<file path="config.mk">
export PLATFORM = sky130hd
export DESIGN_NAME = seq_shift_add_mult
export DESIGN_NICKNAME = d
export VERILOG_FILES = /design/src/rtl/seq_shift_add_mult.sv
export SDC_FILE = /design/constraint.sdc
export NUM_CORES = 2
export LEC_CHECK = 0
export CORE_ASPECT_RATIO = 0.7
export CORE_MARGIN = 5
export CORE_UTILIZATION = 25
export DETAILED_ROUTE_END_ITERATION = 16
export HOLD_SLACK_MARGIN = 0.05
export PLACE_DENSITY = 0.44
export SLEW_MARGIN = 20
export SYNTH_ARGS = -nofsm -noshare
export SYNTH_HDL_FRONTEND = slang
export SYNTH_SLANG_ARGS = --single-unit
</file>
<file path="constraint.sdc">
create_clock -name clk -period 4.2 [get_ports clk]
set_input_delay 0.84 -clock clk [delete_from_list [all_inputs] [get_ports clk]]
set_output_delay 0.84 -clock clk [all_outputs]
set_load 0.02 [all_outputs]
</file>
<file path="src/rtl/seq_shift_add_mult.sv">
// rtl/seq_shift_add_mult.sv - sequential shift-and-add multiplier, STEP bits per cycle
// Optional two's-complement support via SEQ_MULT_SIGNED_EN.
module seq_shift_add_mult #(
  parameter int WIDTH = 128,
  parameter int STEP  = 1
) (
  input  logic               clk,
  input  logic               rst_n,
  input  logic               in_valid,
  output logic               in_ready,
  input  logic [WIDTH-1:0]   in0,
  input  logic [WIDTH-1:0]   in1,
  input  logic               sgn,
  output logic               out_valid,
  input  logic               out_ready,
  output logic [2*WIDTH-1:0] out,
  output logic               busy
);
  localparam int N  = WIDTH / STEP;
  localparam int CW = $clog2(N + 1);
  localparam int AW = WIDTH + STEP + 1;
  localparam logic [CW-1:0] CNT_LAST = CW'(N - 1);

  localparam logic [1:0] S_IDLE = 2'd0;
  localparam logic [1:0] S_RUN  = 2'd1;
  localparam logic [1:0] S_DONE = 2'd2;

  logic [1:0]         state_q, state_d;
  logic [CW-1:0]      cnt_q, cnt_d;
  logic [WIDTH-1:0]   mplier_q, mplier_d;
  logic [WIDTH-1:0]   mcand_q, mcand_d;
  logic [2*WIDTH-1:0] acc_q, acc_d;

  logic             accept;
  logic             last_digit;
  logic [STEP-1:0]  digit;
  logic [WIDTH-1:0] hi;
  logic [AW-1:0]    hi_ext, mcand_ext, pp, sub, sum;
  logic             ext_m, ext_h, neg_last;

  assign in_ready   = (state_q == S_IDLE) || ((state_q == S_DONE) && out_ready);
  assign accept     = in_valid && in_ready;
  assign out_valid  = (state_q == S_DONE);
  assign busy       = (state_q == S_RUN);
  assign out        = acc_q;
  assign digit      = mplier_q[STEP-1:0];
  assign last_digit = (cnt_q == CNT_LAST);

  // The accumulator is cleared logically on the first digit so the previous
  // product stays visible on out until the first RUN edge.
  assign hi = (cnt_q == '0) ? '0 : acc_q[2*WIDTH-1:WIDTH];

`ifdef SEQ_MULT_SIGNED_EN
  logic sgn_q;

  always_ff @(posedge clk or negedge rst_n) begin
    if (!rst_n) begin
      sgn_q <= 1'b0;
    end else if (accept) begin
      sgn_q <= sgn;
    end
  end

  assign ext_m    = sgn_q & mcand_q[WIDTH-1];
  assign ext_h    = sgn_q & hi[WIDTH-1];
  assign neg_last = sgn_q & last_digit & digit[STEP-1];
`else
  logic unused_sgn;
  assign unused_sgn = sgn;
  assign ext_m      = 1'b0;
  assign ext_h      = 1'b0;
  assign neg_last   = 1'b0;
`endif

  assign hi_ext    = {{(STEP + 1){ext_h}}, hi};
  assign mcand_ext = {{(STEP + 1){ext_m}}, mcand_q};

  // Signed final digit has weight -2^(STEP-1) on its MSB: add d*M, then take 2^STEP*M back off.
  always_comb begin
    pp = '0;
    for (int i = 0; i < STEP; i++) begin
      if (digit[i]) begin
        pp = pp + (mcand_ext << i);
      end
    end
    sub = neg_last ? (mcand_ext << STEP) : '0;
    sum = hi_ext + pp - sub;
  end

  logic unused_sum_msb;
  assign unused_sum_msb = sum[AW-1];

  always_comb begin
    state_d  = state_q;
    cnt_d    = cnt_q;
    mplier_d = mplier_q;
    mcand_d  = mcand_q;
    acc_d    = acc_q;
    case (state_q)
      S_RUN: begin
        acc_d    = {sum[WIDTH+STEP-1:0], acc_q[WIDTH-1:STEP]};
        mplier_d = mplier_q >> STEP;
        cnt_d    = cnt_q + CW'(1);
        if (last_digit) begin
          state_d = S_DONE;
        end
      end
      S_DONE: begin
        if (out_ready) begin
          state_d = S_IDLE;
        end
      end
      default: ;
    endcase
    if (accept) begin
      state_d  = S_RUN;
      cnt_d    = '0;
      mplier_d = in0;
      mcand_d  = in1;
    end
  end

  always_ff @(posedge clk or negedge rst_n) begin
    if (!rst_n) begin
      state_q  <= S_IDLE;
      cnt_q    <= '0;
      mplier_q <= '0;
      mcand_q  <= '0;
      acc_q    <= '0;
    end else begin
      state_q  <= state_d;
      cnt_q    <= cnt_d;
      mplier_q <= mplier_d;
      mcand_q  <= mcand_d;
      acc_q    <= acc_d;
    end
  end

endmodule
</file>
* Word-level counts from Yosys, hierarchy flattened
Cells that the tools add are included.
** Word-level totals
- Memory bits (writable) :: 0
- Memories kept :: 0
- Output and inout port bits :: 259
- Logic and storage cells :: 30
- Flip-flop bits (word level) :: 522
- Input bits :: 261
- Bits in latches :: 0
- Memory bits (read-only) :: 0
** Operators by class
- Reduce and logical (&&, ||, !) cells :: 8
- Div/mod/pow operators :: 0
- $mul :: 0
- Shift operators :: 0
- Mux-type cells :: 10
- Equality and inequality tests :: 5
- $add $sub $neg :: 2
- Order comparisons :: 0
- Bitwise operators :: 0
** Operator list (count)
- $mux 128 :: 4
- $add 128x128->129 :: 1
- $mux 8 :: 2
- $add 8x1->8 const B :: 1
- $eq 8x7->1 const B :: 1
- $logic_not 8->1 :: 1
- $mux 2 :: 3
- $ne 3x1->1 const B :: 2
- $pmux 2 s2 :: 1
- $reduce_and 3->1 :: 1
- $reduce_bool 3->1 :: 1
- $eq 2x1->1 const B :: 1
- $eq 2x2->1 const B :: 1
- $logic_and 1x1->1 :: 2
- $logic_not 2->1 :: 1
- $reduce_bool 2->1 :: 1
- $logic_or 1x1->1 :: 1

* Logic depth before layout (Yosys ltp)
- Depth in word-level cells :: 6
- Mapped depth :: 19
- Mapped depth without buffers :: 17

* Worst setup path before layout
Ideal clock, no wire load.
- Path type :: register to register
- Start :: register cnt_q[0]
- End :: register acc_q[217], in the netlist out[217]
- Path slack :: -0.416 ns
- Arrival time :: 4.492 ns
- Data required time :: 4.075 ns
- Clock period less this slack :: 4.616 ns
- Stages on the path, launching flop included :: 20
- Setup time :: 0.125 ns
- Buffers on the path :: 2
- Path through :: dfrtp_1 inv_1 ha_1 nor4b_1 nand2_1 buf_1 clkbuf_1 and2_1 ha_1 fa_1 a211oi_1 o21a_1 a21oi_1 a221o_2 a31oi_2 o31ai_4 a21boi_0 o21ai_0 xor2_1 mux2_2
** On the way
- Longest elaborated chain between the ends :: 3
** Ends and longest elaborated chain
- start, declared :: RTL line 29 : logic [CW-1:0] cnt_q, cnt_d;
- start signal, assigned :: RTL line 132 : cnt_q <= cnt_d;
- $logic_not 8->1 :: RTL line 51 : assign hi = (cnt_q == '0) ? '0 : acc_q[2*WIDTH-1:WIDTH];
- $mux 128 :: RTL line 51
- $add 128x128->129 :: RTL line 87 : sum = hi_ext + pp - sub;
- end signal, assigned :: RTL line 129 : acc_q <= '0;
- end signal, assigned :: RTL line 135 : acc_q <= acc_d;
- end, declared :: RTL line 32 : logic [2*WIDTH-1:0] acc_q, acc_d;
No other way between the ends.
A chain may end at the register's enable or synchronous reset.

* Worst setup path after layout
- Start :: register cnt_q[1]
- End :: register acc_q[227], in the netlist out[227]
Same word-level chain as after synthesis.

==> summary.txt <==
Run status
  • Status: complete, but fails checks
  • Failing checks: setup timing

Logic synthesis
  • Synth cell types: 85
  • Post-synth top cells: nand2_1 (693), dfrtp_1 (522), and2_1 (262)
  • Post-Syn Instances: 3393
  • Register area share after synthesis: 0.422
  • Yosys reg bits: 522
  • Fraction of registers with async set/reset: 1.00
  • Post-synth EDFFs: 0
  • Syn nets: 3789
  • YS warnings: 0
  • Area share of the largest cell type after synthesis: 0.422
  • Top cells by area, synth: dfrtp_1 (42%), nand2_1 (8.4%), mux2_2 (8.0%), ha_1 (5.4%), and2_1 (5.3%)
  • Syn avg cell area: 9.11 um2
  • Leading area contributor after synthesis: dfrtp_1
  • Main flop type after synthesis: dfrtp_1
  • Mapped cell area: 30900 um2
  • Most frequent cell after synthesis: nand2_1

Pwr
  • P_int: 17800 uW
  • Sequential power share: 0.266
  • Switching Share: 0.406
  • P_sw: 12200 uW
  • Clock power frac: 0.180
  • Worst vdd ir: 0.484 mV
  • Pleak: 0.0207 uW
  • Pwr per Cell Area: 643 nW/um2
  • Logic pwr share: 0.554

Final layout
  • Number of nets in the layout: 4771
  • Synthesis-to-layout area growth: 50.8%
  • Layout cells sized above 1: 0.274
  • Fillers: 12530
  • Final Util: 0.378
  • Design Area, Final: 46600 um2

Route
  • Number of remaining DRC errors: 0
  • DRT antenna net count: 0
  • Iteration-0 DRC Markers: 1375
  • Via count: 27773
  • Per-cell routed wire length: 18.9 um
  • Vias per cell: 4.57
  • DRT Wirelength: 115000 um
  • TritonRoute pass-1 iters: 5

Global routing
  • M3 GR Usage: 0.0418
  • Gr ovfl total: 0
  • Initial antenna violation count: 30
  • GRT Total Usage: 0.170
  • Via count of the first global-routing pass: 28565
  • GR peak layer: met2
  • First-pass GRT wire length: 176000 um
  • M1 GR Usage: 0.238
  • GRT met2 Usage: 0.266
  • Pin count of the biggest net entering global routing: 151

STA
  • Worst Tran Pin Value: 1.14 ns
  • Clock Skews: 0.0577 ns
  • Max frequency: 0.222 GHz
  • Final Max Tran Viols: 0
  • Final worst path period share: 1.07
  • Setup repair after global routing missed its margin: true
  • Hold Vio Cnt, Final: 0
  • Fin crit period: 4.50 ns
  • Final setup margin: -0.296 ns
  • Final setup viols: 53
  • Normalized max-slew margin: 0.239

Clock network
  • CTS clk-pin slew, worst paths: 0.07 ns
  • CTS H-tree depth: 2
  • Clock Tree Buf Depth: 3
  • Num CTS Buffers: 60
  • # hold bufs at CTS: 0
  • CTS Sinks: 522
  • Root Buffer: clkbuf_16
  • Skew-Pair Late Insertion Delay: 0.68 ns
  • CTS tree: built

Setup path
  • Critical path class: reg2reg
  • WP buf/inv: 10
  • Most frequent CP cell: buf_4
  • Delay-heaviest family, CP: buffers and inverters
  • Crit path DAT: 5.04 ns
  • CP Capture Type: flop
  • Slowest-stage cell, CP: dfrtp_1
  • Worst stage delay on the critical path: 0.37 ns
  • WP data required: 4.75 ns
  • Critical path launch point type: flop
  • Critical Path Fanout Max: 6

Die
  • Die Ht: 304 um
  • Core area: 123000 um2
  • Die ar.: 131000 um2
  • I/O pin total: 520
  • Rows: 108
  • Starting Density: 0.251
  • Die width: 430 um

Placement
  • Routability Congestion: 0.858
  • DP Wirelength: 86400 um
  • Area after DPL: 41800 um2
  • Buffers on Ports: 518
  • Post-Place Worst Slack: -0.656 ns

Run
  • # Max-Cap Violations: 0

Hold path
  • HP Class: in2async
## cell type report
type / instances / area, um2 / share of cell area
clock inverter: 25 / 259 / 0.00555
sequential: 522 / 13100 / 0.280
inverter: 56 / 210 / 0.00451
tap: 1650 / 2060 / 0.0443
timing repair buffer: 1127 / 10300 / 0.221
multi-input combinational: 2608 / 19000 / 0.406
antenna: 8 / 20.0 / 0.000429
clock buffer: 87 / 1750 / 0.0376
## kinds of logic (layout without fill, tap and decap cells)
kind of cell | count (synthesis) | in the layout | share of synthesized area
AO/OA/AOI/OAI | 724 | 724 | 0.142
buffers and inverters | 263 | 1295 | 0.0325
multiplexers | 350 | 350 | 0.122
flip-flops | 522 | 522 | 0.422
XOR/XNOR | 109 | 109 | 0.0309
AND/OR/NAND/NOR | 1290 | 1290 | 0.195
adder cells (fa/ha/maj) | 135 | 135 | 0.0549
other | 0 | 8 | 0
## state kept, by name, indices dropped and copies added (netlist names)
signal and flops:
mplier_q 128, state_q 2, out 256, mcand_q 128
cnt_q 8
## path summary, 6_finish.rpt
check	startpoint	endpoint	slack, ns	cells past startpoint
worst min register to register	mcand_q[99]	mcand_q[99]	0.46	2
min in group clk	mcand_q[99]	mcand_q[99]	0.46	2
max in group asynchronous	rst_n	mplier_q[67]	3.19	2
worst max register to register	cnt_q[1]	out[227]	-0.30	25
worst min-delay path	rst_n	out[197]	0.13	1
worst max-delay path	cnt_q[1]	out[227]	-0.30	25
## cells in the final DEF, fill, tap and decap left out, types with 21 or more instances in the layout
cell / count
clkbuf_16: 60
mux2_2: 194
nand2_1: 685
inv_1: 54
a21oi_2: 47
and2_1: 255
xor2_1: 42
mux2_4: 27
nand4_1: 77
a21oi_1: 165
buf_12: 22
dfrtp_1: 521
o21ai_1: 24
nor3_1: 27
ha_1: 89
mux2i_1: 129
nor2_1: 114
o21bai_1: 37
buf_6: 36
xnor2_1: 51
buf_4: 540
ha_4: 41
nand3_1: 21
o21ai_0: 204
clkdlybuf4s50_1: 517
o21a_1: 24
a21o_1: 36
## power by group through the flow
stage | clock, uW | sequential [uW] | combinational, uW
floorplan | 0 | 8260 | 8240
global placement | 0 | 8080 | 15000
detailed placement | 0 | 8090 | 15000
CTS | 5650 | 8030 | 16200
global route | 5840 | 8240 | 18300
finish | 5400 | 7990 | 16600
## per-stage QoR
stage                     hold slack (ns)  total power [uW]  cells  TNS [ns]
after floorplan                     0.437             16500   3393  -0.00593
after global placement              0.452             23100   5904    -15.93
after detailed placement            0.454             23100   5904    -15.73
after CTS                          0.0737             29900   6047     -4.84
after global routing                0.103             32300   6075    -19.97
final                               0.130             30000   6083     -6.76
## repair_timing
item | in CTS | in global routing
cloned | 5 | 0
endpoints found under the setup margin | 77 | 92
buffers inserted | 30 | 42
pin swaps | 82 | 90
resized for setup | 254 | 196
## routing by layer
metal / vias to the layer above / wire (um)
met4: 38 / 2520
met5: - / 260
met2: 493 / 50900
met3: 153 / 6530
met1: 13304 / 54600
li1: 13785 / -
No activity file was read; power rests on OpenSTA's default activity.
